`src/rtl/riscv_pkg.sv`:
```
// Shared RV32 definitions: architectural widths and the multiply/divide
// unit's operation and state encodings.
package riscv_pkg;

  localparam int XLEN         = 32;
  localparam int REG_LOC_BITS = 5;

  typedef enum logic [2:0] {
    OP_MUL    = 3'd0,
    OP_MULH   = 3'd1,
    OP_MULHSU = 3'd2,
    OP_MULHU  = 3'd3,
    OP_DIV    = 3'd4,
    OP_DIVU   = 3'd5,
    OP_REM    = 3'd6,
    OP_REMU   = 3'd7
  } muldiv_op_t;

  typedef enum logic [1:0] {
    IDLE,
    RUN,
    DONE
  } muldiv_state_t;

endpackage

```
`src/rtl/muldiv_unit.sv`:
```
// Iterative RV32M multiply/divide stage: one shift-add or restoring-divide
// step per cycle on operand magnitudes, result written back to the register file.
module muldiv_unit
  import riscv_pkg::*;
#(
  parameter int WIDTH    = XLEN,
  parameter int LOC_BITS = REG_LOC_BITS
) (
  input  logic                clk,
  input  logic                reset,
  input  logic                start_valid,
  output logic                start_ready,
  input  logic [2:0]          op,
  input  logic [WIDTH-1:0]    operand_a,
  input  logic [WIDTH-1:0]    operand_b,
  input  logic [LOC_BITS-1:0] dest_location,
  input  logic                flush,
  output logic                busy,
  output logic                write_enabled,
  output logic [LOC_BITS-1:0] write_location,
  output logic [WIDTH-1:0]    write_data
);

  localparam int CNT_BITS = $clog2(WIDTH);
  localparam logic [WIDTH-1:0] MIN_NEG = {1'b1, {(WIDTH-1){1'b0}}};

  muldiv_state_t         state_reg, state_next;
  muldiv_op_t            op_reg, op_in;
  logic [LOC_BITS-1:0]   dest_reg;
  logic [2*WIDTH-1:0]    acc_reg, acc_step;
  logic [WIDTH-1:0]      operand_reg;
  logic [CNT_BITS-1:0]   cnt_reg;
  logic                  neg_main_reg, neg_rem_reg;
  logic                  accept;
  logic                  write_enabled_reg;
  logic [LOC_BITS-1:0]   write_location_reg;
  logic [WIDTH-1:0]      write_data_reg;

  logic                  is_div, div_signed, signed_a, signed_b, neg_a, neg_b;
  logic                  div_zero, div_ovf, fast_path;
  logic [WIDTH-1:0]      mag_a, mag_b;

  assign op_in = muldiv_op_t'(op);

  always_comb begin
    is_div     = op[2];
    div_signed = op[2] & ~op[0];
    signed_a   = (op_in == OP_MULH) || (op_in == OP_MULHSU) || div_signed;
    signed_b   = (op_in == OP_MULH) || div_signed;
    neg_a      = signed_a & operand_a[WIDTH-1];
    neg_b      = signed_b & operand_b[WIDTH-1];
    mag_a      = neg_a ? -operand_a : operand_a;
    mag_b      = neg_b ? -operand_b : operand_b;
    div_zero   = is_div && (operand_b == '0);
    div_ovf    = div_signed && (operand_a == MIN_NEG) && (operand_b == '1);
    fast_path  = div_zero | div_ovf;
  end

  assign start_ready    = (state_reg == IDLE) & reset;
  assign busy           = (state_reg != IDLE);
  assign write_enabled  = write_enabled_reg;
  assign write_location = write_location_reg;
  assign write_data     = write_data_reg;

  always_ff @(posedge clk or negedge reset) begin
    if (!reset) state_reg <= IDLE;
    else        state_reg <= state_next;
  end

  always_comb begin
    state_next = state_reg;
    accept     = 1'b0;
    unique case (state_reg)
      IDLE: begin
        if (start_valid && !flush) begin
          accept     = 1'b1;
          state_next = fast_path ? DONE : RUN;
        end
      end
      RUN: begin
        if (flush)                state_next = IDLE;
        else if (cnt_reg == '0)   state_next = DONE;
      end
      DONE:    state_next = IDLE;
      default: state_next = IDLE;
    endcase
  end

  // Multiply shifts right adding the multiplicand; divide shifts left and
  // keeps the trial subtraction when it does not go negative.
  logic [WIDTH:0]   add_sum, trial;
  logic [2*WIDTH:0] shifted;

  always_comb begin
    add_sum = {1'b0, acc_reg[2*WIDTH-1:WIDTH]}
            + ({(WIDTH+1){acc_reg[0]}} & {1'b0, operand_reg});
    shifted = {acc_reg, 1'b0};
    trial   = shifted[2*WIDTH:WIDTH] - {1'b0, operand_reg};
    if (op_reg[2])
      acc_step = trial[WIDTH] ? shifted[2*WIDTH-1:0]
                              : {trial[WIDTH-1:0], shifted[WIDTH-1:1], 1'b1};
    else
      acc_step = {add_sum, acc_reg[WIDTH-1:1]};
  end

  logic [2*WIDTH-1:0] prod;
  logic [WIDTH-1:0]   quot, rem, result;

  always_comb begin
    prod = neg_main_reg ? -acc_reg : acc_reg;
    quot = neg_main_reg ? -acc_reg[WIDTH-1:0] : acc_reg[WIDTH-1:0];
    rem  = neg_rem_reg  ? -acc_reg[2*WIDTH-1:WIDTH] : acc_reg[2*WIDTH-1:WIDTH];
    unique case (op_reg)
      OP_MUL:                        result = prod[WIDTH-1:0];
      OP_MULH, OP_MULHSU, OP_MULHU:  result = prod[2*WIDTH-1:WIDTH];
      OP_DIV, OP_DIVU:               result = quot;
      default:                       result = rem;
    endcase
  end

  always_ff @(posedge clk or negedge reset) begin
    if (!reset) begin
      op_reg       <= OP_MUL;
      dest_reg     <= '0;
      acc_reg      <= '0;
      operand_reg  <= '0;
      cnt_reg      <= '0;
      neg_main_reg <= 1'b0;
      neg_rem_reg  <= 1'b0;
    end else if (accept) begin
      op_reg       <= op_in;
      dest_reg     <= dest_location;
      cnt_reg      <= CNT_BITS'(WIDTH-1);
      neg_main_reg <= neg_a ^ neg_b;
      neg_rem_reg  <= neg_a;
      // Fast-path results are preloaded raw, so sign fix-up is disabled.
      if (div_zero) begin
        acc_reg      <= {operand_a, {WIDTH{1'b1}}};
        neg_main_reg <= 1'b0;
        neg_rem_reg  <= 1'b0;
      end else if (div_ovf) begin
        acc_reg      <= {{WIDTH{1'b0}}, MIN_NEG};
        neg_main_reg <= 1'b0;
        neg_rem_reg  <= 1'b0;
      end else if (is_div) begin
        acc_reg     <= {{WIDTH{1'b0}}, mag_a};
        operand_reg <= mag_b;
      end else begin
        acc_reg     <= {{WIDTH{1'b0}}, mag_b};
        operand_reg <= mag_a;
      end
    end else if (state_reg == RUN) begin
      acc_reg <= acc_step;
      cnt_reg <= cnt_reg - 1'b1;
    end
  end

  logic done_commit;
  assign done_commit = (state_reg == DONE) && !flush;

  always_ff @(posedge clk or negedge reset) begin
    if (!reset) begin
      write_enabled_reg  <= 1'b0;
      write_location_reg <= '0;
      write_data_reg     <= '0;
    end else begin
      write_enabled_reg <= done_commit && (dest_reg != '0);
      if (done_commit) begin
        write_location_reg <= dest_reg;
        write_data_reg     <= result;
      end
    end
  end

endmodule

```
`config.mk`:
```
export PLATFORM = sky130hd
export DESIGN_NAME = muldiv_unit
export DESIGN_NICKNAME = d
export VERILOG_FILES = /design/src/rtl/riscv_pkg.sv /design/src/rtl/muldiv_unit.sv
export SDC_FILE = /design/constraint.sdc
export NUM_CORES = 1
export LEC_CHECK = 0
export BUFFER_PORTS_ARGS = -buffer_cell sky130_fd_sc_hd__buf_4
export CORE_UTILIZATION = 45
export CTS_CLUSTER_SIZE = 30
export DETAILED_ROUTE_END_ITERATION = 8
export GPL_TIMING_DRIVEN = 0
export SYNTH_ARGS = -nofsm -noshare
export SYNTH_HDL_FRONTEND = slang
export SYNTH_SLANG_ARGS = --single-unit
```
`constraint.sdc`:
```
create_clock -name clk -period 4.02 [get_ports clk]
set_clock_uncertainty 0.1 [all_clocks]
set_input_delay 0.402 -clock clk [delete_from_list [all_inputs] [get_ports clk]]
set_output_delay 0.402 -clock clk [all_outputs]
set_load 0.02 [all_outputs]
```
==> run_results.csv <==
group,metric,value,unit
synthesis,synthDistinctLibCells,77,
worst_hold_path,worstHoldPathType,"in -> reg",
setup_path,reg2reg_depth,13,
synthesis,synth.cell_area,0.0152,sq mm
floorplanning,start_util,45.6,%
drt,drt_wl_total,71700,um
cells_and_area,filler_cell_count,3376,
timing,tightest_slew,1050,ps
global_routing,antenna_found_initial,4,
global_routing,grt_first_pass_wirelength,102000,um
synthesis,synth-seq-cells,151,
synthesis,synthMostInstantiatedCell,"sky130_fd_sc_hd__nand2_1",
status,status,"completed",
setup_path,r2r_slack,80,ps
setup_path,worstReg2RegStart,"acc_reg[0]$_DFFE_PN0P_",
drt,drt_first_iter_violations,1922,
synthesis,yosysSeqAreaShare,24.8,%
global_routing,grt_pass1_vias,15735,
floorplanning,die-area,0.0346,sq mm
drt,total_number_of_vias,17060,
synthesis,yosysWarningCount,0,
synthesis,synth.avg_cell_area,7.42,sq um
clock_network,cts_buffers,17,
setup_path,cpPeakStageDelay,610,ps
synthesis,async_flop_share,100,%
power,combinationalPowerShare,66.7,%
cells_and_area,multiInputGateArea,0.0107,sq mm
cells_and_area,area_delta_synth_final,14.6,%
drt,drt-pass1-iter-count,8,
power,report.power.total,14.6,mW
synthesis,post_synth_inst_count,2054,
clock_network,clkLatencyLatePin,470,ps
synthesis,synthesis.nets,2203,
power,power_frac_clock,12.0,%
synthesis,synth_ff_type,"sky130_fd_sc_hd__dfrtp_1",
floorplanning,core_region_area,0.0334,sq mm
timing,clock.fmax,254,MHz
placement,place.gp.congestion,1.02,
floorplanning,rows,67,
global_routing,grt_start_max_net_pins,99,
timing,grt_setup_unrepaired,"false",
setup_path,critPathMaxFanout,10,
timing,period_needed,3940,ps
global_routing,grt-ovfl-total,0,
timing,finalMaxSlewViolations,0,
cells_and_area,drive_gt1_share,10.5,%
synthesis,netlist.area_leader.share,24.8,%
timing,slew_headroom,30.1,%
setup_path,crit_type,"reg -> reg",
floorplanning,chipWidth,186,um
setup_path,worst-endpoint-required,4240,ps
job,max-cap-violations,0,
setup_path,path_common_cell,"sky130_fd_sc_hd__buf_6",
clock_network,numClockSinks,151,
clock_network,h_tree_lvls,4,
power,net_switching_component_of_the_power,8.00,mW
clock_network,clock_edge_transition_at_the_registers_on_the_reported_setup_and_hold_paths,90,ps
synthesis,synth_top_cells_by_area,"sky130_fd_sc_hd__dfrtp_1 25%, sky130_fd_sc_hd__o21ai_0 6.6%, sky130_fd_sc_hd__nand2_1 6.4%",
setup_path,critical-path-slowest-cell,"sky130_fd_sc_hd__or4b_4",
clock_network,cts-root-buf,"sky130_fd_sc_hd__clkbuf_16",
cells_and_area,seq_area,0.00378,sq mm
power,vdd_drop_max,504,uV
timing,final.period_utilization,97.9,%
setup_path,timing.critical_path.cells,"inv_2 > clkbuf_4 > ha_1 > nand2b_1 > or4_4 > or4b_4 > or2_1 > buf_6 > buf_6 > o21ai_1 > xnor2_1 > o21ai_0 > nand2_1",
power,pwr-share-seq,21.3,%
synthesis,edff_count_synth,0,
drt,via_per_inst,6.42,
cells_and_area,nNetsFinal,2345,
timing,setup_viol_count_final,0,
clock_network,cts_max_path_buffers,2,
drt,avgRoutedWirePerCell,27.0,um
synthesis,netlist.top_cell.by_area,"sky130_fd_sc_hd__dfrtp_1",
drt,drcViolationCount,0,
cells_and_area,postLayoutCellArea,0.0175,sq mm
clock_network,cts_tree,"done",
global_routing,grt_usage,41.3,%
setup_path,crit_path_start_kind,"flip-flop",
timing,final-hold-violation-count,0,
floorplanning,height_of_the_chip,186,um
cells_and_area,antenna-diode-count,0,
setup_path,worst_ep_arrival_time,4150,ps
drt,final_antenna_net_count,0,
power,cellLeakagePower,7.29,nW
power,power-per-cell-area,833,mW/mm^2
floorplanning,io_pins,116,
cells_and_area,largest_register_ffs,64,
setup_path,critPathCaptureType,"flip-flop",
power,p_sw_share,55.0,%
placement,place_hpwl,56700,um
worst_hold_path,worst_hold_path.endpoint,"dest_reg[4]$_DFFE_PN0P_",
setup_path,rr_endpoint,"write_data[6]$_DFFE_PN0P_",
placement,buffer_ports.inserted,114,
worst_hold_path,hold_path_depth,3,
power,p_int,6.56,mW
worst_hold_path,min_from,"dest_location[4]",
synthesis,yosys-top-cells-count,"259 x sky130_fd_sc_hd__nand2_1, 201 x sky130_fd_sc_hd__o21ai_0, 187 x sky130_fd_sc_hd__nor2_1",
placement,placedInstanceArea,0.0167,sq mm
-- layer usage --
layer	vias to the layer above	global-route usage (%)	wire (um)	part of all wire [%]
li1	7676	-	-	-
met1	8183	50.7	28200	39
met2	941	64.8	31700	44
met3	254	10.9	6970	9.7
met4	6	24.4	4790	6.7
met5	-	0	39	0.054
-- layout make-up --
cell class              instances  area share, %
plain buffers                 147           3.42
clock buffers                  17           2.43
well taps                     448           3.21
clock inverters                15           1.07
inverters                      66           1.42
repair buffers                123           5.46
multi-input cells            1690           61.4
flip-flops and latches        151           21.6
-- worst max-delay path: cells and delay by family, from the launching register on --
kind	cells	cell delay (ps)
simple gates	5	1640
buf+inv	4	760
xor+xnor	1	80
compound gates	2	500
flops	1	490
fa+ha+maj	1	210
-- stage by stage --
stage	util (%)	hold slack, ps	setup TNS, ps	instances	setup WS [ps]
6_report	52.2	34.7	0	2657	83.4
4_1_cts	52.0	32.1	0	2652	14.7
5_1_grt	52.2	55.0	0	2657	7.18
3_3_place_gp	49.8	364	-19300	2616	-825
3_5_place_dp	49.9	245	-22230	2617	-880
2_1_floorplan	-	6.41	0	2054	489
-- cells by family (layout without fill, tap and decap cells) --
kind of cell / after synthesis / after routing / synth area share [%]
AND/OR/NAND/NOR: 690 / 690 / 20.8
AO/OA/AOI/OAI: 659 / 659 / 26.8
buffers and inverters: 213 / 368 / 5.38
XOR/XNOR: 196 / 196 / 11.3
flip-flops: 151 / 151 / 24.8
adder cells (fa/ha/maj): 73 / 73 / 6.09
multiplexers: 72 / 72 / 4.85
-- power groups by stage --
stage | clock, mW | combinational [mW] | sequential (mW)
global route | 1.80 | 10.5 | 3.14
finish | 1.74 | 9.72 | 3.10
CTS | 1.73 | 9.36 | 3.05
detailed placement | 0 | 9.25 | 3.07
global placement | 0 | 9.18 | 3.05
floorplan | 0 | 6.16 | 2.89
-- worst max path at each step --
stage,start,to,slack (ps),depth (start not counted)
after global placement,acc_reg[32]$_DFFE_PN0P_,acc_reg[63]$_DFFE_PN0P_,-820,13
after detailed placement,acc_reg[32]$_DFFE_PN0P_,acc_reg[63]$_DFFE_PN0P_,-880,13
final,acc_reg[0]$_DFFE_PN0P_,write_data[6]$_DFFE_PN0P_,80,13
after floorplan,acc_reg[32]$_DFFE_PN0P_,acc_reg[63]$_DFFE_PN0P_,490,13
after CTS,acc_reg[32]$_DFFE_PN0P_,acc_reg[40]$_DFFE_PN0P_,10,13
after global routing,acc_reg[0]$_DFFE_PN0P_,write_data[6]$_DFFE_PN0P_,7,13
-- layout by cell type (no fill, tap or decap), types with 22 or more instances in the layout --
cell / instances
sky130_fd_sc_hd__a211oi_1: 25
sky130_fd_sc_hd__a21o_1: 25
sky130_fd_sc_hd__a21oi_1: 182
sky130_fd_sc_hd__a31oi_1: 22
sky130_fd_sc_hd__buf_4: 121
sky130_fd_sc_hd__clkbuf_1: 123
sky130_fd_sc_hd__dfrtp_1: 149
sky130_fd_sc_hd__ha_1: 71
sky130_fd_sc_hd__inv_1: 65
sky130_fd_sc_hd__mux2i_1: 57
sky130_fd_sc_hd__nand2_1: 259
sky130_fd_sc_hd__nand2b_1: 26
sky130_fd_sc_hd__nand3_1: 38
sky130_fd_sc_hd__nand4_1: 25
sky130_fd_sc_hd__nor2_1: 186
sky130_fd_sc_hd__nor3_1: 33
sky130_fd_sc_hd__o21ai_0: 196
sky130_fd_sc_hd__o31ai_1: 31
sky130_fd_sc_hd__or3_1: 26
sky130_fd_sc_hd__xnor2_1: 98
sky130_fd_sc_hd__xor2_1: 98
-- what timing repair did --
item                       4_1_cts  5_1_grt
setup endpoints to repair       49       37
hold endpoints to repair        54        0
hold buffers                     1        0
buffers inserted                 2        5
pin swaps                        0        5
gates resized for setup         22       21
Note: power is estimated with default switching activity, not from simulation.
